$ cat config.mk
export PLATFORM = sky130hd
export DESIGN_NAME = max7219_display_ctrl
export DESIGN_NICKNAME = d
export VERILOG_FILES = /design/src/rtl/max7219_display_ctrl.sv
export SDC_FILE = /design/constraint.sdc
export NUM_CORES = 1
export LEC_CHECK = 0
export ABC_AREA = 1
export CAP_MARGIN = 40
export CORE_ASPECT_RATIO = 1.75
export CORE_MARGIN = 4
export CORE_UTILIZATION = 45
export DETAILED_ROUTE_END_ITERATION = 16
export GPL_TIMING_DRIVEN = 0
export PLACE_DENSITY = 0.72
export SYNTH_ARGS = -nofsm -noshare
export SYNTH_HDL_FRONTEND = slang
export SYNTH_SLANG_ARGS = --single-unit
export TNS_END_PERCENT = 5
$ cat constraint.sdc
create_clock -name i_clk -period 2.1 [get_ports i_clk]
set_input_delay 0.63 -clock i_clk [delete_from_list [all_inputs] [get_ports i_clk]]
set_output_delay 0.63 -clock i_clk [all_outputs]
set_load 0.05 [all_outputs]
$ cat src/rtl/max7219_display_ctrl.sv
// Command sequencer feeding the MAX7219 SPI driver: init writes after reset, then digit refreshes.
// Optional build macro MAX7219_COLON_BLINK_EN drives the DP of digits 3 and 5 from the seconds LSB.
module max7219_display_ctrl #(
  parameter int NUM_DIGITS = 6
) (
  input  logic       i_clk,
  input  logic       i_reset_n,
  input  logic       i_update,
  input  logic [7:0] i_hours,
  input  logic [7:0] i_minutes,
  input  logic [7:0] i_seconds,
  input  logic [3:0] i_intensity,
  input  logic       i_drv_busy,
  input  logic       i_drv_ack,
  output logic       o_drv_stb,
  output logic [3:0] o_drv_addr,
  output logic [7:0] o_drv_data,
  output logic       o_init_done,
  output logic       o_refresh_busy
);

  // state      | meaning
  // INIT_SEND  | strobe init command idx when the driver is free
  // INIT_WAIT  | wait for driver ack of the init command
  // IDLE       | display up to date, waiting for i_update
  // REF_SEND   | strobe refresh command (idx 0 = intensity, 1..N = digits)
  // REF_WAIT   | wait for driver ack of the refresh command
  localparam logic [2:0] S_INIT_SEND = 3'd0;
  localparam logic [2:0] S_INIT_WAIT = 3'd1;
  localparam logic [2:0] S_IDLE      = 3'd2;
  localparam logic [2:0] S_REF_SEND  = 3'd3;
  localparam logic [2:0] S_REF_WAIT  = 3'd4;

  localparam logic [3:0] LAST_DIGIT = 4'(NUM_DIGITS);
  localparam logic [7:0] SCAN_LIMIT = 8'(NUM_DIGITS - 1);
  localparam logic [3:0] LAST_INIT  = 4'd4;

  logic [2:0] state;
  logic [3:0] idx;
  logic       pending;
  logic [7:0] snap_h;
  logic [7:0] snap_m;
  logic [7:0] snap_s;
  logic [3:0] last_int;

  logic [3:0] init_addr;
  logic [7:0] init_data;
  logic [3:0] ref_idx;
  logic [3:0] ref_addr;
  logic [7:0] ref_data;
  logic [3:0] nibble;
  logic       dp;

  always_comb begin
    init_addr = 4'hC;
    init_data = 8'h01;
    case (idx)
      4'd0: begin init_addr = 4'hF; init_data = 8'h00; end
      4'd1: begin init_addr = 4'h9; init_data = 8'hFF; end
      4'd2: begin init_addr = 4'hB; init_data = SCAN_LIMIT; end
      4'd3: begin init_addr = 4'hA; init_data = {4'h0, i_intensity}; end
      default: begin init_addr = 4'hC; init_data = 8'h01; end
    endcase
  end

  // An unchanged intensity skips straight to digit 1 without spending a cycle.
  assign ref_idx = (idx == 4'd0 && i_intensity == last_int) ? 4'd1 : idx;

  always_comb begin
    nibble = 4'hF;
    case (ref_idx)
      4'd1: nibble = snap_s[3:0];
      4'd2: nibble = snap_s[7:4];
      4'd3: nibble = snap_m[3:0];
      4'd4: nibble = snap_m[7:4];
      4'd5: nibble = snap_h[3:0];
      4'd6: nibble = snap_h[7:4];
      default: nibble = 4'hF;
    endcase
  end

`ifdef MAX7219_COLON_BLINK_EN
  assign dp = snap_s[0] && (ref_idx == 4'd3 || ref_idx == 4'd5);
`else
  assign dp = 1'b0;
`endif

  assign ref_addr = (ref_idx == 4'd0) ? 4'hA : ref_idx;
  assign ref_data = (ref_idx == 4'd0) ? {4'h0, i_intensity} : {dp, 3'b000, nibble};

  always_ff @(posedge i_clk or negedge i_reset_n) begin
    if (!i_reset_n) begin
      state          <= S_INIT_SEND;
      idx            <= 4'd0;
      pending        <= 1'b0;
      snap_h         <= 8'h00;
      snap_m         <= 8'h00;
      snap_s         <= 8'h00;
      last_int       <= 4'h0;
      o_drv_stb      <= 1'b0;
      o_drv_addr     <= 4'h0;
      o_drv_data     <= 8'h00;
      o_init_done    <= 1'b0;
      o_refresh_busy <= 1'b0;
    end else begin
      o_drv_stb      <= 1'b0;
      o_refresh_busy <= 1'b1;
      if (i_update && state != S_IDLE) pending <= 1'b1;
      case (state)
        S_INIT_SEND: begin
          if (!i_drv_busy) begin
            o_drv_stb  <= 1'b1;
            o_drv_addr <= init_addr;
            o_drv_data <= init_data;
            if (idx == 4'd3) last_int <= i_intensity;
            state <= S_INIT_WAIT;
          end
        end
        S_INIT_WAIT: begin
          if (i_drv_ack) begin
            if (idx == LAST_INIT) begin
              // The first refresh is automatic, so requests seen during init are already covered.
              o_init_done <= 1'b1;
              pending     <= 1'b0;
              snap_h      <= i_hours;
              snap_m      <= i_minutes;
              snap_s      <= i_seconds;
              idx         <= 4'd0;
              state       <= S_REF_SEND;
            end else begin
              idx   <= idx + 4'd1;
              state <= S_INIT_SEND;
            end
          end
        end
        S_IDLE: begin
          if (i_update) begin
            snap_h <= i_hours;
            snap_m <= i_minutes;
            snap_s <= i_seconds;
            idx    <= 4'd0;
            state  <= S_REF_SEND;
          end else begin
            o_refresh_busy <= 1'b0;
          end
        end
        S_REF_SEND: begin
          if (!i_drv_busy) begin
            o_drv_stb  <= 1'b1;
            o_drv_addr <= ref_addr;
            o_drv_data <= ref_data;
            idx        <= ref_idx;
            if (ref_idx == 4'd0) last_int <= i_intensity;
            state <= S_REF_WAIT;
          end
        end
        S_REF_WAIT: begin
          if (i_drv_ack) begin
            if (idx == LAST_DIGIT) begin
              if (pending || i_update) begin
                pending <= 1'b0;
                snap_h  <= i_hours;
                snap_m  <= i_minutes;
                snap_s  <= i_seconds;
                idx     <= 4'd0;
                state   <= S_REF_SEND;
              end else begin
                o_refresh_busy <= 1'b0;
                state          <= S_IDLE;
              end
            end else begin
              idx   <= idx + 4'd1;
              state <= S_REF_SEND;
            end
          end
        end
        default: begin
          idx   <= 4'd0;
          state <= S_INIT_SEND;
        end
      endcase
    end
  end

endmodule
# Yosys cells after proc, flatten, opt, wreduce, memory -nomap -nowiden
# Index checks and enable logic that the tools add are counted.
[word_totals]
register_bits = 51
latch_bits = 0
ramBits = 0
rom_bits = 0
inputBits = 33
output_inout_bits = 15
elab_cells = 126
mem_count = 0
[op_classes]
add_sub_neg = 1
n_mul = 0
div_mod_pow = 0
n_lt_le_gt_ge = 0
eq_ne = 28
shift = 0
muxes = 69
n_bitwise = 1
n_reduce_logical = 15
[op_table]
columns = ["operator", "count"]
rows = [
  ["$mux W8", 20],
  ["$pmux W8 S3", 3],
  ["$mux W4", 16],
  ["$pmux W8 S4", 1],
  ["$pmux W4 S6", 1],
  ["$eq A4 B3 Y1 const B", 5],
  ["$ne A2 B2 Y1 const B", 10],
  ["$pmux W4 S5", 1],
  ["$mux W3", 6],
  ["$eq A4 B2 Y1 const B", 4],
  ["$pmux W4 S2", 2],
  ["$pmux W8 S2", 1],
  ["$pmux W3 S5", 1],
  ["$mux W1", 13],
  ["$pmux W3 S4", 1],
  ["$reduce_and A5 Y1", 2],
  ["$eq A4 B1 Y1 const B", 2],
  ["$logic_not A4 Y1", 2],
  ["$reduce_and A7 Y1", 1],
  ["$eq A3 B2 Y1 const B", 2],
  ["$reduce_and A3 Y1", 2],
  ["$reduce_and A6 Y1", 1],
  ["$add A4 B1 Y4 const B", 1],
  ["$eq A4 B4 Y1", 1],
  ["13 further kinds", 15],
]

# Longest topological paths before layout
# Gate-level depths: netlist of run 1.
[depth]
word_depth = 8
mapped_depth = 14
ltp_nobuf = 13

# Worst setup path after synthesis of run 1
# Ideal clock, no wire load.
[synth_timing]
path_type = "flip-flop to flip-flop"
startpoint = "reg idx[0]"
endpoint = "reg o_drv_data[3]"
setup_time_ps = 122
t_arrival_ps = 2029
required_time_ps = 1978
path_slack_ps = -52
stages_incl_launch_ff = 14
path_buffers = 2
period_less_slack_ps = 2152
cell_sequence = "dfrtp_1 inv_1 clkbuf_1 ha_1 nand2_2 nor2_1 nand3_2 buf_2 nand4_1 nand2_1 nor2_1 nand3_1 nand2_1 a21oi_1"
[synth_between]
elab_chain_cells = 8
[synth_lines]
columns = ["item", "line", "rtl"]
rows = [
  ["start: declaration", "39", "logic [3:0] idx;"],
  ["start signal: assignment", "131", "idx <= idx + 4'd1;"],
  ["start signal: assignment", "152", "idx <= ref_idx;"],
  ["start signal: assignment", "172", "idx <= idx + 4'd1;"],
  ["$logic_not A4 Y1", "57, 67", ""],
  ["$logic_and A1 B1 Y1", "67", "assign ref_idx = (idx == 4'd0 && i_intensity == last_int) ? 4'd1 : idx;"],
  ["$mux W4", "67", ""],
  ["$eq A4 B3 Y1, or another cell as far along", "71", "case (ref_idx)"],
  ["$pmux W4 S6", "71", ""],
  ["$mux W4", "89", "assign ref_data = (ref_idx == 4'd0) ? {4'h0, i_intensity} : {dp, 3'b000, nibble};"],
  ["$mux W8", "148", "if (!i_drv_busy) begin"],
  ["$pmux W8 S2 (*)", "109", "case (state)"],
  ["end signal: assignment", "114", "o_drv_data <= init_data;"],
  ["end signal: assignment", "151", "o_drv_data <= ref_data;"],
  ["end: declaration", "17", "output logic [7:0] o_drv_data,"],
]
# Every way passes the cells marked *; elsewhere a longest branch is shown, timed or not. The select of a mux whose other input is x is not followed.
# A chain may end at the register's enable or synchronous reset.

# Worst setup path after layout of run 1
[layout_timing]
startpoint = "in i_intensity[0]"
endpoint = "reg o_drv_data[1]"
[layout_between]
elab_chain_cells = 8
[layout_lines]
columns = ["item", "line", "rtl"]
rows = [
  ["start: declaration", "12", "input logic [3:0] i_intensity,"],
  ["$eq A4 B4 Y1 (*)", "67", ""],
  ["$logic_and A1 B1 Y1 (*)", "67", ""],
  ["$mux W4 (*)", "67", ""],
  ["$eq A4 B3 Y1, or another cell as far along", "71", ""],
  ["$pmux W4 S6", "71", ""],
  ["$mux W4 (*)", "89", ""],
  ["$mux W8 (*)", "148", ""],
  ["$pmux W8 S2 (*)", "109", ""],
]
# Marked as above.

==> results of run 1 <==
cell usage in the layout (no fill, tap or decap), types with 2 or more instances in the layout:
master           synthesis  final
clkdlybuf4s50_1          0     30
buf_8                    1      2
nand4_1                  8      8
a31oi_1                  2      2
o211ai_4                 0      2
nand3_1                 15     10
clkbuf_8                 0      5
dlymetal6s2s_1           0      6
buf_6                    2      5
nor2_4                   3      5
a21oi_2                  8      8
clkbuf_1                 5      3
o21ai_1                 11     11
nor2_2                   3      8
inv_1                   60     55
o21ai_2                  8      9
o21ai_0                 19     17
nand3_2                  1      5
inv_2                    4      7
nand2_1                 74     70
nand2_2                  1      4
dfrtp_1                 48     47
ha_1                     4      3
dlygate4sd2_1            0      8
buf_4                    3     15
o22ai_1                  3      3
a21oi_1                 20     20
buf_2                    2      3
nor2_1                  47     40
power groups by stage:
stage,registers (uW),clock network [uW],logic (uW)
after floorplan,1870,0,2130
after global placement,1590,0,3220
after detailed placement,1600,0,3270
after CTS,1580,669,3360
after global routing,1630,709,4000
final,1590,657,3640
worst max-delay path, cell delays in order:
cell	delay, ns
clkdlybuf4s50_1	0.48
xnor2_2	0.24
nand3_4	0.12
buf_6	0.15
buf_2	0.14
nand4_1	0.10
nand3_2	0.09
nor2_1	0.10
nand2_1	0.08
nand2_1	0.07
a21oi_1	0.06
metrics by stage:
step	hold slack, ns	util	setup WS [ns]	area (sq um)
floorplan	0.334	-	-0.00827	2780
global placement	0.437	0.565	-0.979	3350
detailed placement	0.457	0.568	-0.527	3360
CTS	0.224	0.593	-0.0700	3520
global route	0.229	0.627	-0.0391	3710
finish	0.216	0.627	0.0291	3710
layer usage:
metal	routed length, um	global-route usage
met1	2500	0.193
met2	3820	0.339
met3	252	0.0293
met4	242	0.0949
met5	0	0
area by class of cell:
class                   count  area share
clock inverters             2     0.00943
plain buffers              13      0.0310
well taps                  78      0.0263
clock buffers               6      0.0195
repair buffers             60       0.155
flip-flops and latches     48       0.324
multi-input cells         241       0.368
inverters                  64      0.0667
worst max-delay path by stage:
stage | startpoint | to | slack (ns)
floorplan | idx[1]$_DFFE_PN0P_ | last_int[0]$_DFFE_PN0P_ | -0.008
global placement | i_reset_n | last_int[2]$_DFFE_PN0P_ | -0.98
detailed placement | i_intensity[3] | o_drv_data[2]$_DFFE_PN0P_ | -0.53
CTS | i_intensity[3] | o_drv_data[1]$_DFFE_PN0P_ | -0.07
global route | idx[0]$_DFFE_PN0P_ | o_drv_data[1]$_DFFE_PN0P_ | -0.04
finish | i_intensity[0] | o_drv_data[1]$_DFFE_PN0P_ | 0.03
what timing repair did:
item / in CTS / in global routing
endpoints found under the setup margin: 48 / 38
gates resized for setup: 23 / 44
pin swaps: 2 / 11
setup buffers: 2 / 10
logic make-up after synthesis:
family	Yosys count
muxes	1
AOI/OAI and AO/OA	79
adders and majority gates	4
and+or+nand+nor	155
xor gates and xnor gates	2
buffers and inverters	77
DFF	48
flip-flops by register name, indices dropped and copies added, names as in the netlist:
signal / cells
snap_h: 8
snap_m: 8
o_init_done: 1
o_drv_stb: 1
o_refresh_busy: 1
last_int: 4
snap_s: 8
pending: 1
state: 3
o_drv_data: 5
o_drv_addr: 4
idx: 4
==> impl_results.html, run 1 <==
<table>
<tr><th>Metric</th><th>Value</th></tr>
<tr><th colspan="2">Synth</th></tr>
<tr><td>Basic-gate share of the synthesized area counting and, or, nand and nor cells</td><td>0.243</td></tr>
<tr><td>Count of flip-flops with a built-in enable after synthesis</td><td>0</td></tr>
<tr><td>Cell area after synthesis</td><td>2780 sq um</td></tr>
<tr><td>Cell count after synthesis</td><td>366</td></tr>
<tr><td>Number of register bits inferred by synthesis</td><td>48</td></tr>
<tr><td>Dominant combinational cell family by area after synthesis</td><td>simple AND/OR/NAND/NOR gates</td></tr>
<tr><td>Adder and majority cell fraction of the synthesized area</td><td>0.0180</td></tr>
<tr><td>Share of synthesized area occupied by flip-flops and latches</td><td>0.432</td></tr>
<tr><td>Dominant synthesized flop cell</td><td>dfrtp_1</td></tr>
<tr><td>Yosys synthesis warning count</td><td>0</td></tr>
<tr><td>Fraction of synthesized area in multiplexers</td><td>0.00360</td></tr>
<tr><td>Async S/R FF share, synth</td><td>1.00</td></tr>
<tr><td>Commonest cells in the netlist</td><td>nand2_1, inv_1, dfrtp_1</td></tr>
<tr><td>Dominant cell by count in the synthesized netlist</td><td>nand2_1</td></tr>
<tr><td>Main area contributors after synthesis</td><td>dfrtp_1, nand2_1, inv_1</td></tr>
<tr><td>Top-area cell type share of the netlist area</td><td>0.432</td></tr>
<tr><td>Xor/xnor share of the synthesized area</td><td>0.00630</td></tr>
<tr><td>Cell type with the largest total area after synthesis</td><td>dfrtp_1</td></tr>
<tr><td>Post-synthesis net count</td><td>403</td></tr>
<tr><td>Post-synth cell types</td><td>36</td></tr>
<tr><td>Synthesized-area fraction occupied by ao, oa, aoi and oai cells</td><td>0.178</td></tr>
<tr><td>Average instance area after synthesis</td><td>7.59 sq um</td></tr>
<tr><th colspan="2">Critical path</th></tr>
<tr><td>Required time reported for the critical path endpoint</td><td>2.29 ns</td></tr>
<tr><td>Logic depth of the worst register-to-register path</td><td>14</td></tr>
<tr><td>Crit. End Element</td><td>register</td></tr>
<tr><td>Highest fanout seen on the critical path</td><td>6</td></tr>
<tr><td>Type of element launching the critical path</td><td>input port</td></tr>
<tr><td>Worst reg2reg path endpoint</td><td>o_drv_data[1]$_DFFE_PN0P_</td></tr>
<tr><td>Class of the most critical setup path</td><td>in -&gt; reg</td></tr>
<tr><td>FF-to-FF setup slack</td><td>0.05 ns</td></tr>
<tr><td>FF-to-FF Start</td><td>idx[0]$_DFFE_PN0P_</td></tr>
<tr><td>Data arrival time of the worst path</td><td>2.26 ns</td></tr>
<tr><th colspan="2">Worst hold path</th></tr>
<tr><td>Worst hold path type</td><td>in -&gt; async</td></tr>
<tr><th colspan="2">Place</th></tr>
<tr><td>Cell total after placement</td><td>492</td></tr>
<tr><td>Input/output buffers</td><td>47</td></tr>
<tr><td>Global placement routability congestion</td><td>0.894</td></tr>
<tr><td>Hpwl dp</td><td>5200 um</td></tr>
<tr><th colspan="2">Drt</th></tr>
<tr><td>Total wire length</td><td>6810 um</td></tr>
<tr><td>Average wire per standard cell</td><td>13.3 um</td></tr>
<tr><td>Number of vias per cell</td><td>5.05</td></tr>
<tr><td>Detailed-router iteration count before antenna repair</td><td>4</td></tr>
<tr><td>Iteration-0 DRC Markers</td><td>111</td></tr>
<tr><td>Antenna-violating nets left</td><td>0</td></tr>
<tr><td>Detailed-route via count</td><td>2587</td></tr>
<tr><td>Number of DRC violations after detailed routing</td><td>0</td></tr>
<tr><th colspan="2">Power</th></tr>
<tr><td>Share of power burned in combinational logic</td><td>0.619</td></tr>
<tr><td>Sw Ratio</td><td>0.485</td></tr>
<tr><td>VDD IR max</td><td>0.692 mV</td></tr>
<tr><td>Internal power</td><td>3030 uW</td></tr>
<tr><td>Tot Pwr</td><td>5890 uW</td></tr>
<tr><td>Part of the power in registers</td><td>0.269</td></tr>
<tr><td>Leak</td><td>0.00183 uW</td></tr>
<tr><td>Switching power summed over all nets</td><td>2850 uW</td></tr>
<tr><td>Power per cell area</td><td>1580 nW/um^2</td></tr>
<tr><td>Portion of total power attributed to the clock network</td><td>0.112</td></tr>
<tr><th colspan="2">CTS</th></tr>
<tr><td>CTS tree</td><td>built</td></tr>
<tr><td>Number of levels the H-tree was split into</td><td>2</td></tr>
<tr><td>Insertion delay of the later-clocked pin in the worst-skew pair</td><td>0.30 ns</td></tr>
<tr><td>Sink Count</td><td>48</td></tr>
<tr><td>Clock buffer count from CTS</td><td>5</td></tr>
<tr><td>Cts hold-fix bufs</td><td>0</td></tr>
<tr><td>Buffer cell driving the clock tree root</td><td>clkbuf_8</td></tr>
<tr><td>Clock buffer depth</td><td>2</td></tr>
<tr><td>Clock transition at the registers of the reported paths</td><td>0.08 ns</td></tr>
<tr><th colspan="2">Floorplanning</th></tr>
<tr><td>Cell Rows</td><td>37</td></tr>
<tr><td>Full die area</td><td>7550 sq um</td></tr>
<tr><td>IO Count</td><td>48</td></tr>
<tr><td>Starting Density</td><td>0.469</td></tr>
<tr><td>Die Width</td><td>67.4 um</td></tr>
<tr><td>Total core area</td><td>5930 sq um</td></tr>
<tr><td>DIE HEIGHT</td><td>112 um</td></tr>
<tr><th colspan="2">STA</th></tr>
<tr><td>Final number of max-transition violations</td><td>0</td></tr>
<tr><td>Final critical delay including setup and external delays</td><td>2.07 ns</td></tr>
<tr><td>RSZ-0062 raised after global routing</td><td>true</td></tr>
<tr><td>Worst slew pin tran</td><td>0.506 ns</td></tr>
<tr><td>Final worst-path cycle share</td><td>0.986</td></tr>
<tr><td>Hold violation total from the final report</td><td>0</td></tr>
<tr><td>Normalized max-slew margin</td><td>0.662</td></tr>
<tr><td>Post-route clock skew</td><td>0.00423 ns</td></tr>
<tr><td>Maximum frequency from static timing analysis</td><td>483 MHz</td></tr>
<tr><td>Final setup violation count</td><td>0</td></tr>
<tr><td>TNS Setup</td><td>0 ns</td></tr>
<tr><th colspan="2">Cells and area</th></tr>
<tr><td>Total area of multi-input combinational cells</td><td>1370 sq um</td></tr>
<tr><td>Area growth from synthesis to final layout</td><td>33.6%</td></tr>
<tr><td>Antenna Diode Count</td><td>0</td></tr>
<tr><td>Nets</td><td>470</td></tr>
<tr><td>Fraction of layout cells with a size suffix above 1</td><td>0.212</td></tr>
<tr><td>Number of fillers in the final layout</td><td>570</td></tr>
<tr><td>Area taken by flip-flops and latches</td><td>1200 sq um</td></tr>
<tr><td>Final non-filler cell total</td><td>512</td></tr>
<tr><th colspan="2">Global routing</th></tr>
<tr><td>Number of antenna violations at the first check in global routing</td><td>0</td></tr>
<tr><td>Via count of the first global-routing pass</td><td>2514</td></tr>
<tr><td>Global-route wire length before repair</td><td>10900 um</td></tr>
<tr><td>Remaining global-route overflow</td><td>0</td></tr>
<tr><td>Pin count of the biggest net entering global routing</td><td>36</td></tr>
<tr><td>GRT Util Overall</td><td>0.185</td></tr>
<tr><th colspan="2">Outcome</th></tr>
<tr><td>Run status</td><td>finished, final reports clean</td></tr>
<tr><th colspan="2">Job</th></tr>
<tr><td>Number of max-capacitance violations reported</td><td>0</td></tr>
</table>
Note: power is estimated with default switching activity, not from simulation.
==> inputs of run 2 (changes only) <==
--- a/config.mk
+++ b/config.mk
@@ -9,10 +9,10 @@
 export CAP_MARGIN = 40
 export CORE_ASPECT_RATIO = 1.75
 export CORE_MARGIN = 4
-export CORE_UTILIZATION = 45
+export CORE_UTILIZATION = 39
 export DETAILED_ROUTE_END_ITERATION = 16
 export GPL_TIMING_DRIVEN = 0
-export PLACE_DENSITY = 0.72
+export SLEW_MARGIN = 20
 export SYNTH_ARGS = -nofsm -noshare
 export SYNTH_HDL_FRONTEND = slang
 export SYNTH_SLANG_ARGS = --single-unit
==> impl_results.html, run 2 (synthesized netlist as in run 1, its figures left out) <==
<table>
<tr><th>Metric</th><th>Value</th></tr>
<tr><th colspan="2">Critical path</th></tr>
<tr><td>Crit path max-delay cell type</td><td>clkdlybuf4s50_1</td></tr>
<tr><td>Cell type group with the largest total delay on the critical path</td><td>buffers and inverters</td></tr>
<tr><td>Cell-by-cell listing of the critical path</td><td>clkdlybuf4s50_1</td></tr>
<tr><td>Type of element launching the critical path</td><td>register</td></tr>
<tr><td>Number of buffer and inverter stages on the critical path</td><td>1 (-2)</td></tr>
<tr><td>Crit. End Element</td><td>output pin</td></tr>
<tr><td>FF-to-FF Start</td><td>idx[0]$_DFFE_PN0P_</td></tr>
<tr><td>Class of the most critical setup path</td><td>reg -&gt; out</td></tr>
<tr><td>Data arrival time of the worst path</td><td>1.41 ns (-0.85 ns)</td></tr>
<tr><td>Highest fanout seen on the critical path</td><td>1 (-5)</td></tr>
<tr><td>Required time reported for the critical path endpoint</td><td>1.47 ns (-0.82 ns)</td></tr>
<tr><td>Largest stage delay on the critical path</td><td>0.79 ns (+0.31 ns)</td></tr>
<tr><td>Startpoint of the most critical setup path</td><td>o_drv_stb$_DFF_PN0_</td></tr>
<tr><th colspan="2">Place</th></tr>
<tr><td>Instance area after placement</td><td>3350 sq um (-0.30%)</td></tr>
<tr><td>Post-Place Worst Slack</td><td>-0.514 ns (+0.0127 ns)</td></tr>
<tr><td>Global placement routability congestion</td><td>0.909 (+1.6%)</td></tr>
<tr><td>Cell total after placement</td><td>497 (+1.0%)</td></tr>
<tr><td>Hpwl dp</td><td>5270 um (+1.4%)</td></tr>
<tr><td>Input/output buffers</td><td>47 (unchanged)</td></tr>
<tr><th colspan="2">Cells and area</th></tr>
<tr><td>Number of fillers in the final layout</td><td>677 (+19%)</td></tr>
<tr><td>Core occupancy in the finished layout</td><td>0.535 (-0.0919)</td></tr>
<tr><td>Fraction of layout cells with a size suffix above 1</td><td>0.188 (-0.0242)</td></tr>
<tr><td>Post-route design area</td><td>3690 sq um (-0.54%)</td></tr>
<tr><td>Nets</td><td>462 (-1.7%)</td></tr>
<tr><td>Area growth from synthesis to final layout</td><td>32.9%</td></tr>
<tr><td>Biggest regs</td><td>snap_h (8), snap_m (8), snap_s (8)</td></tr>
<tr><td>Leading cell type in the layout, fill and taps excluded</td><td>nand2_1</td></tr>
<tr><td>Antenna Diode Count</td><td>0 (unchanged)</td></tr>
<tr><td>Leading cell types in the layout, fill and taps excluded</td><td>nand2_1, inv_1, dfrtp_1</td></tr>
<tr><td>Final non-filler cell total</td><td>510 (-0.39%)</td></tr>
<tr><th colspan="2">Global routing</th></tr>
<tr><td>Via count of the first global-routing pass</td><td>2458 (-2.2%)</td></tr>
<tr><td>Pin count of the biggest net entering global routing</td><td>49 (+36%)</td></tr>
<tr><td>Remaining global-route overflow</td><td>0 (unchanged)</td></tr>
<tr><td>Global-route wire length before repair</td><td>11500 um (+5.5%)</td></tr>
<tr><td>GRT Util Overall</td><td>0.171 (-0.0138)</td></tr>
<tr><td>Number of antenna violations at the first check in global routing</td><td>0 (unchanged)</td></tr>
<tr><th colspan="2">STA</th></tr>
<tr><td>RSZ-0062 raised after global routing</td><td>true</td></tr>
<tr><td>Final critical delay including setup and external delays</td><td>2.04 ns (-0.0327 ns)</td></tr>
<tr><td>Final worst-path cycle share</td><td>0.971 (-0.0156)</td></tr>
<tr><td>Hold violation total from the final report</td><td>0 (unchanged)</td></tr>
<tr><td>Worst slew pin tran</td><td>0.624 ns (+0.119 ns)</td></tr>
<tr><td>Final number of max-transition violations</td><td>0 (unchanged)</td></tr>
<tr><td>Final setup violation count</td><td>0 (unchanged)</td></tr>
<tr><td>Normalized max-slew margin</td><td>0.584 (-0.0785)</td></tr>
<tr><td>Worst setup slack after layout</td><td>0.0618 ns (+0.0327 ns)</td></tr>
<tr><td>Maximum frequency from static timing analysis</td><td>491 MHz (+1.6%)</td></tr>
<tr><td>Post-route clock skew</td><td>0.00669 ns (+0.00247 ns)</td></tr>
<tr><th colspan="2">Floorplanning</th></tr>
<tr><td>DIE HEIGHT</td><td>120 um (+6.9%)</td></tr>
<tr><td>Full die area</td><td>8590 sq um (+14%)</td></tr>
<tr><td>Cell Rows</td><td>40 (+8.1%)</td></tr>
<tr><td>IO Count</td><td>48 (unchanged)</td></tr>
<tr><td>Die Width</td><td>71.8 um (+6.5%)</td></tr>
<tr><td>Total core area</td><td>6910 sq um (+17%)</td></tr>
<tr><td>Starting Density</td><td>0.402 (-0.0666)</td></tr>
<tr><th colspan="2">Drt</th></tr>
<tr><td>Detailed-route via count</td><td>2527 (-2.3%)</td></tr>
<tr><td>Average wire per standard cell</td><td>13.7 um (+3.2%)</td></tr>
<tr><td>Number of vias per cell</td><td>4.95 (-1.9%)</td></tr>
<tr><td>Total wire length</td><td>7000 um (+2.8%)</td></tr>
<tr><td>Detailed-router iteration count before antenna repair</td><td>4 (unchanged)</td></tr>
<tr><td>Iteration-0 DRC Markers</td><td>192 (+73%)</td></tr>
<tr><td>Antenna-violating nets left</td><td>0 (unchanged)</td></tr>
<tr><td>Number of DRC violations after detailed routing</td><td>0 (unchanged)</td></tr>
<tr><th colspan="2">CTS</th></tr>
<tr><td>Clock transition at the registers of the reported paths</td><td>0.07 ns (about the same)</td></tr>
<tr><td>Clock buffer depth</td><td>2 (unchanged)</td></tr>
<tr><td>Buffer cell driving the clock tree root</td><td>clkbuf_16</td></tr>
<tr><td>Clock buffer count from CTS</td><td>5 (unchanged)</td></tr>
<tr><td>Sink Count</td><td>48 (unchanged)</td></tr>
<tr><td>Number of levels the H-tree was split into</td><td>2 (unchanged)</td></tr>
<tr><td>CTS tree</td><td>built</td></tr>
<tr><td>Insertion delay of the later-clocked pin in the worst-skew pair</td><td>0.29 ns (about the same)</td></tr>
<tr><th colspan="2">Power</th></tr>
<tr><td>Portion of total power attributed to the clock network</td><td>0.151 (+0.039)</td></tr>
<tr><td>Tot Pwr</td><td>6050 uW (+2.8%)</td></tr>
<tr><td>Power per cell area</td><td>1640 nW/um^2 (+3.3%)</td></tr>
<tr><td>Sw Ratio</td><td>0.472 (-0.0123)</td></tr>
<tr><td>Switching power summed over all nets</td><td>2860 uW (+0.19%)</td></tr>
<tr><td>VDD IR max</td><td>0.871 mV (+26%)</td></tr>
<tr><td>Leak</td><td>0.00183 uW (about the same)</td></tr>
<tr><td>Internal power</td><td>3190 uW (+5.2%)</td></tr>
<tr><td>Part of the power in registers</td><td>0.263 (-0.006)</td></tr>
<tr><td>Share of power burned in combinational logic</td><td>0.586 (-0.033)</td></tr>
<tr><th colspan="2">Job</th></tr>
<tr><td>Number of max-capacitance violations reported</td><td>0 (unchanged)</td></tr>
<tr><th colspan="2">Outcome</th></tr>
<tr><td>Run status</td><td>finished, final reports clean</td></tr>
<tr><th colspan="2">Worst hold path</th></tr>
<tr><td>Worst hold path type</td><td>in -&gt; async</td></tr>
</table>
-- run 2: final timing paths --
check | end | slack, ns | cells after the start
max in group asynchronous | idx[2]$_DFFE_PN0P_ | 1.30 | 1
setup reg to reg | snap_m[5]$_DFFE_PN0P_ | 0.08 | 14
hold reg to reg | o_init_done$_DFFE_PN0P_ | 0.46 | 1
setup / recovery | o_drv_stb | 0.06 | 1
hold / removal | snap_m[2]$_DFFE_PN0P_ | 0.34 | 1
min in group i_clk | o_init_done$_DFFE_PN0P_ | 0.46 | 1
-- run 2: power groups by stage --
stage	sequential (uW)	clock, uW	combinational, uW
finish	1590	914	3550
CTS	1590	930	3390
global route	1650	968	3920
detailed placement	1610	0	3290
global placement	1600	0	3250
floorplan	1870	0	2130
-- run 2: routing by layer --
layer,vias to the layer above,GRT usage,part of all wire
met5,-,0,0
met4,0,0.0882,0.038
met3,16,0.0251,0.032
met2,51,0.306,0.54
met1,1167,0.192,0.39
li1,1293,-,-
-- run 2: cell type report --
cell class                      count  area, sq um  share of cell area
Clock inverter                      3         42.5              0.0115
Multi-Input combinational cell    241         1340               0.363
Clock buffer                        5          125              0.0339
Timing Repair Buffer               52          513               0.139
Inverter                           64          248              0.0671
Sequential cell                    48         1200               0.326
Tap cell                           84          105              0.0285
Buffer                             13          115              0.0312
-- run 2: repair_timing --
action,CTS,global route
hold buffers,0,0
endpoints found under the setup margin,44,42
buffers inserted,1,3
pin swaps,2,7
cloned,0,1
resized for setup,29,30
-- run 2: stage by stage --
| stage | setup TNS [ns] | hold slack (ns) |
|---|---|---|
| detailed placement | -8.92 | 0.451 |
| floorplan | -0.0248 | 0.334 |
| global route | -0.194 | 0.408 |
| finish | 0 | 0.344 |
| CTS | -0.0159 | 0.375 |
| global placement | -60.00 | 0.438 |
==> variant 1: new RTL, flow settings as in run 2 <==
Compare `idx` against `LAST_INIT` with >= in place of ==.
--- a/src/rtl/max7219_display_ctrl.sv
+++ b/src/rtl/max7219_display_ctrl.sv
@@ -118,7 +118,7 @@
         end
         S_INIT_WAIT: begin
           if (i_drv_ack) begin
-            if (idx == LAST_INIT) begin
+            if (idx >= LAST_INIT) begin
               // The first refresh is automatic, so requests seen during init are already covered.
               o_init_done <= 1'b1;
               pending     <= 1'b0;
Check against the original RTL: no difference found for any inputs over 10 cycles, from zero or initial values and one cycle with i_reset_n low; that may be too few to reach the edited logic, so the function may still have changed.
==> variant 1 against run 2 <==
  * Global-route usage shrank 0.60 points
  * Via count shrank 1.7%
  * Routed wire length shrank 2.9%
  * First-iteration DRC count shrank 34%
  * Sequential cell count is the same
  * Highest routed layer unchanged
  * Critical path type unchanged
  * Sequential power grew 3%
  * Area after synthesis shrank 0.50%
  * Clock power shrank 12%
  * Total power shrank 3.8%
  * Final area shrank 1.1%
  * Setup slack lost 0.026 ns
  * Non-clock buffer count grew 3
  * Largest power group unchanged
  * Combinational power shrank 5%
==> variant 1: results (changes against run 2) <==
| Metric | Value |
|---|---|
| Static leakage | `0.00177 µW (-3.1%)` |
| Crit path from | `o_drv_addr[1]` |
| Compound-Gate Fraction of Synth Area | `18.6% (+0.72 points)` |
| Yosys cell types | `35 (-2.8%)` |
| Register area share after synthesis | `43.4% (+0.22 points)` |
| Vias in the first global route | `2509 (+2.1%)` |
| Via/cell ratio | `4.95 (about the same)` |
| First-pass GRT wire length | `11200 µm (-2.6%)` |
| # fillers | `678 (+0.15%)` |
| Xor/xnor cell area share of the yosys netlist | `0.633% (+0.0031 points)` |
| Layout net count | `454 (-1.7%)` |
| Internal Power | `3060 µW (-4.1%)` |
| Status | `finished, final reports clean` |
| Largest regs | `snap_h (8), snap_m (8), snap_s (8)` |
| Placed Instances | `486 (-2.2%)` |
| Worst Skew | `0.00667 ns (-0.0000189 ns)` |
| Synth top cells by count | `76 x nand2_1, 48 x dfrtp_1, 46 x inv_1, 33 x nor2_1, 28 x o21ai_0` |
| Syn. warnings | `0 (unchanged)` |
| DP Wirelength | `5200 µm (-1.3%)` |
| Share of post-route cells with drive strength above 1 | `21.1% (+2.3 points)` |
| Actual slew at the worst max-slew pin | `0.581 ns (-0.0437 ns)` |
| Mux contribution to synthesized area | `0% (-0.36 points)` |
| VDD IR max | `0.000735 V (-16%)` |
| DR iter-0 viols | `127 (-34%)` |
| Aggregate global-route resource usage | `16.5% (-0.60 points)` |
| Post-Layout Inst Area | `0.00365 mm² (-1.1%)` |
| Reg2reg start | `idx[2]` |
| CP Max Fanout | `2 (+1)` |
| Final Non-Filler Cells | `502 (-1.6%)` |
| Worst Path Arrival | `1.43 ns (+0.02 ns)` |
| Largest net degree at the start of global routing | `26 (-47%)` |
| Slowest stage delay, CP | `0.80 ns` |
| Placed Area | `0.00336 mm² (about the same)` |
| Area share of fa/ha/maj cells after synthesis | `1.81% (+0.0090 points)` |
| Routability Congestion | `0.902 (-0.73%)` |
| Mean Syn Cell Area | `7.81 µm² (+2.9%)` |
| Net count after synthesis | `391 (-3.0%)` |
[variant 1: changes by cell type in the layout (fill, tap and decap cells not counted), moves of 5 or more]
| cell | delta |
|---|---|
| nor2_1 | -19 |
| nand3_1 | +5 |
| inv_1 | -13 |
| inv_2 | +7 |
| nand2_1 | +5 |
| o21ai_0 | +11 |
[variant 1: final timing paths]
kind	endpoint	slack, ns	cells past startpoint
max	o_drv_addr[1]	0.04	1
min reg2reg	o_init_done	0.46	2
min	pending	0.33	1
min in group i_clk	o_init_done	0.46	2
max in group asynchronous	snap_h[7]	1.23	2
max reg2reg	o_drv_data[0]	0.10	9
[variant 1: power groups by stage]
stage / Sequential, µW / Combinational [µW] / Clock [µW]
after floorplan: 1920 / 2100 / 0
after global placement: 1640 / 3210 / 0
after detailed placement: 1660 / 3240 / 0
after CTS: 1640 / 3250 / 833
after global routing: 1700 / 3740 / 859
final: 1640 / 3370 / 808
[variant 1: layout make-up]
cell class                 instances  share of cell area [%]
inverter                          58                    6.10
buffer                            12                    2.64
clock buffer                       8                    4.01
multi-input combinational        236                    36.1
sequential                        48                    32.9
timing repair buffer              56                    15.3
tap                               84                    2.88
[variant 1: metrics by stage]
step | TNS [ns] | worst slack, ns | total power (µW)
after global placement | -54.30 | -1.05 | 4850
after floorplan | 0 | 0.214 | 4020
after global routing | -0.0468 | -0.0315 | 6300
after detailed placement | -4.56 | -0.461 | 4900
final | 0 | 0.0357 | 5820
after CTS | -0.349 | -0.116 | 5730
[variant 1: routing by layer]
metal,vias to the layer above,GRT usage (%),share of wire (%)
li1,1271,-,-
met1,1143,16.4,36
met2,59,31.6,58
met3,12,2.96,3.9
met4,0,8.12,2.8
met5,-,0,0
[variant 1: repair_timing]
action,4_1_cts,5_1_grt
hold buffers,0,0
setup endpoints to repair,15,20
resized for setup,11,30
setup buffers,0,7
gates cloned,0,1
pin swaps,0,4
[variant 1: logic make-up (layout without fill, tap and decap cells)]
logic type / after synthesis / in the layout
simple gates: 149 / 149
compound gates: 81 / 81
buf+inv: 70 / 134
flops: 48 / 48
fa+ha+maj: 4 / 4
xor+xnor: 2 / 2
==> variant 2: new RTL, config.mk and constraints of run 2 <==
Without the edit above. Add a define of `MAX7219_COLON_BLINK_EN`.
--- a/src/rtl/max7219_display_ctrl.sv
+++ b/src/rtl/max7219_display_ctrl.sv
@@ -1,5 +1,7 @@
 // Command sequencer feeding the MAX7219 SPI driver: init writes after reset, then digit refreshes.
 // Optional build macro MAX7219_COLON_BLINK_EN drives the DP of digits 3 and 5 from the seconds LSB.
+`define MAX7219_COLON_BLINK_EN
+
 module max7219_display_ctrl #(
   parameter int NUM_DIGITS = 6
 ) (
Check against the original RTL: same outputs for any inputs over 10 cycles, from zero or initial values and one cycle with i_reset_n low; that may be too few to reach the edited logic, so the function may still have changed.
==> variant 2 against run 2 <==
  * Hold slack better by 0.0080 ns
  * Sequential cell count is 1 higher
  * Utilization is 0.67 points lower
  * Area after synthesis is 0.27% higher
  * Routed wire length is 0.84% higher
  * Setup slack worse by 0.017 ns
  * Final area is 1.3% lower
  * Total power is 6.6% lower
==> variant 2: results (changes against run 2) <==
| Metric | Value |
|---|---|
| Worst hold margin | `0.352 ns (+0.00800 ns)` |
| Placed Instances | `498 (+0.20%)` |
| Synth top area cells | `dfrtp_1 44%, nand2_1 13%, inv_1 8.1%` |
| CP Max Fanout | `2 (+1)` |
| Compound-Gate Fraction of Synth Area | `18.0% (+0.13 points)` |
| FF-to-FF setup slack | `0.12 ns (+0.04 ns)` |
| Register area share after synthesis | `44.0% (+0.78 points)` |
| Resize count post-CTS | `23 (-21%)` |
| Routability Congestion | `0.922 (+1.4%)` |
| Mux contribution to synthesized area | `0% (-0.36 points)` |
| Worst slack at placement | `-0.561 ns (-0.0464 ns)` |
| Yosys cell types | `33 (-8.3%)` |
| VDD IR max | `0.000711 V (-18%)` |
| Xor/xnor cell area share of the yosys netlist | `0.943% (+0.31 points)` |
| Aggregate global-route resource usage | `17.5% (+0.35 points)` |
| Met2 Use GR | `32.8% (+2.2 points)` |
| Relative slew slack | `59.4% (+1.1 points)` |
| Mean Syn Cell Area | `7.59 µm² (about the same)` |
| Routed wire per std cell | `13.7 µm (about the same)` |
| DP Wirelength | `5370 µm (+1.9%)` |
| M3 GR Usage | `2.51% (unchanged)` |
| Final Non-Filler Cells | `514 (+0.78%)` |
| DRT Pass-1 Iters | `4 (unchanged)` |
| DR iter-0 viols | `146 (-24%)` |
| Placed Area | `0.00336 mm² (+0.19%)` |
| Detailed-route via count | `2505 (-0.87%)` |
| Layout net count | `466 (+0.87%)` |
| Synth top cells by count | `95 x nand2_1, 60 x inv_1, 49 x dfrtp_1, 42 x nor2_1, 29 x o21ai_0` |
| Static leakage | `0.00184 µW (+0.72%)` |
| Comb power frac | `56.2% (-2.4 points)` |
| Inserted Diodes | `0 (unchanged)` |
| CTS Root Cell | `clkbuf_16` |
| Net count after synthesis | `404 (+0.25%)` |
| Fmax | `487 MHz (-0.82%)` |
| Area share of fa/ha/maj cells after synthesis | `1.80% (-0.0049 points)` |
| Status | `finished, final reports clean` |
| Worst Skew | `0.00509 ns (-0.00160 ns)` |
| Largest regs | `snap_h (8), snap_m (8), snap_s (8)` |
| Worst Path Arrival | `1.42 ns` |
| Postcts setup bufs | `4 (+3)` |
| Share of post-route cells with drive strength above 1 | `17.7% (-1.1 points)` |
| First-pass GRT wire length | `11700 µm (+1.9%)` |
| Sw Ratio | `46.6% (-0.65 points)` |
| Comb power | `3180 µW (-10%)` |
[variant 2: cell type report]
cell class / count / area (µm²)
Fill cell: 681 / 3260
Multi-Input combinational cell: 244 / 1300
Sequential cell: 49 / 1230
Timing Repair Buffer: 55 / 529
Inverter: 65 / 251
Clock buffer: 7 / 153
Tap cell: 84 / 105
Buffer: 9 / 73.8
Clock inverter: 1 / 5.00
[variant 2: per-layer routing]
metal	wire (µm)	part of all wire, %
met1	2680	38
met2	3990	56
met3	223	3.2
met4	170	2.4
met5	0	0
[variant 2: final timing paths]
kind / to / depth (start not counted) / startpoint
min in group i_clk: o_drv_data[3] / 2 / o_drv_data[3]
setup / recovery: o_init_done / 1 / o_init_done
hold / removal: o_refresh_busy / 1 / i_reset_n
setup reg to reg: o_drv_data[1] / 15 / idx[0]
max in group asynchronous: idx[0] / 1 / i_reset_n
hold reg to reg: o_drv_data[3] / 2 / o_drv_data[3]
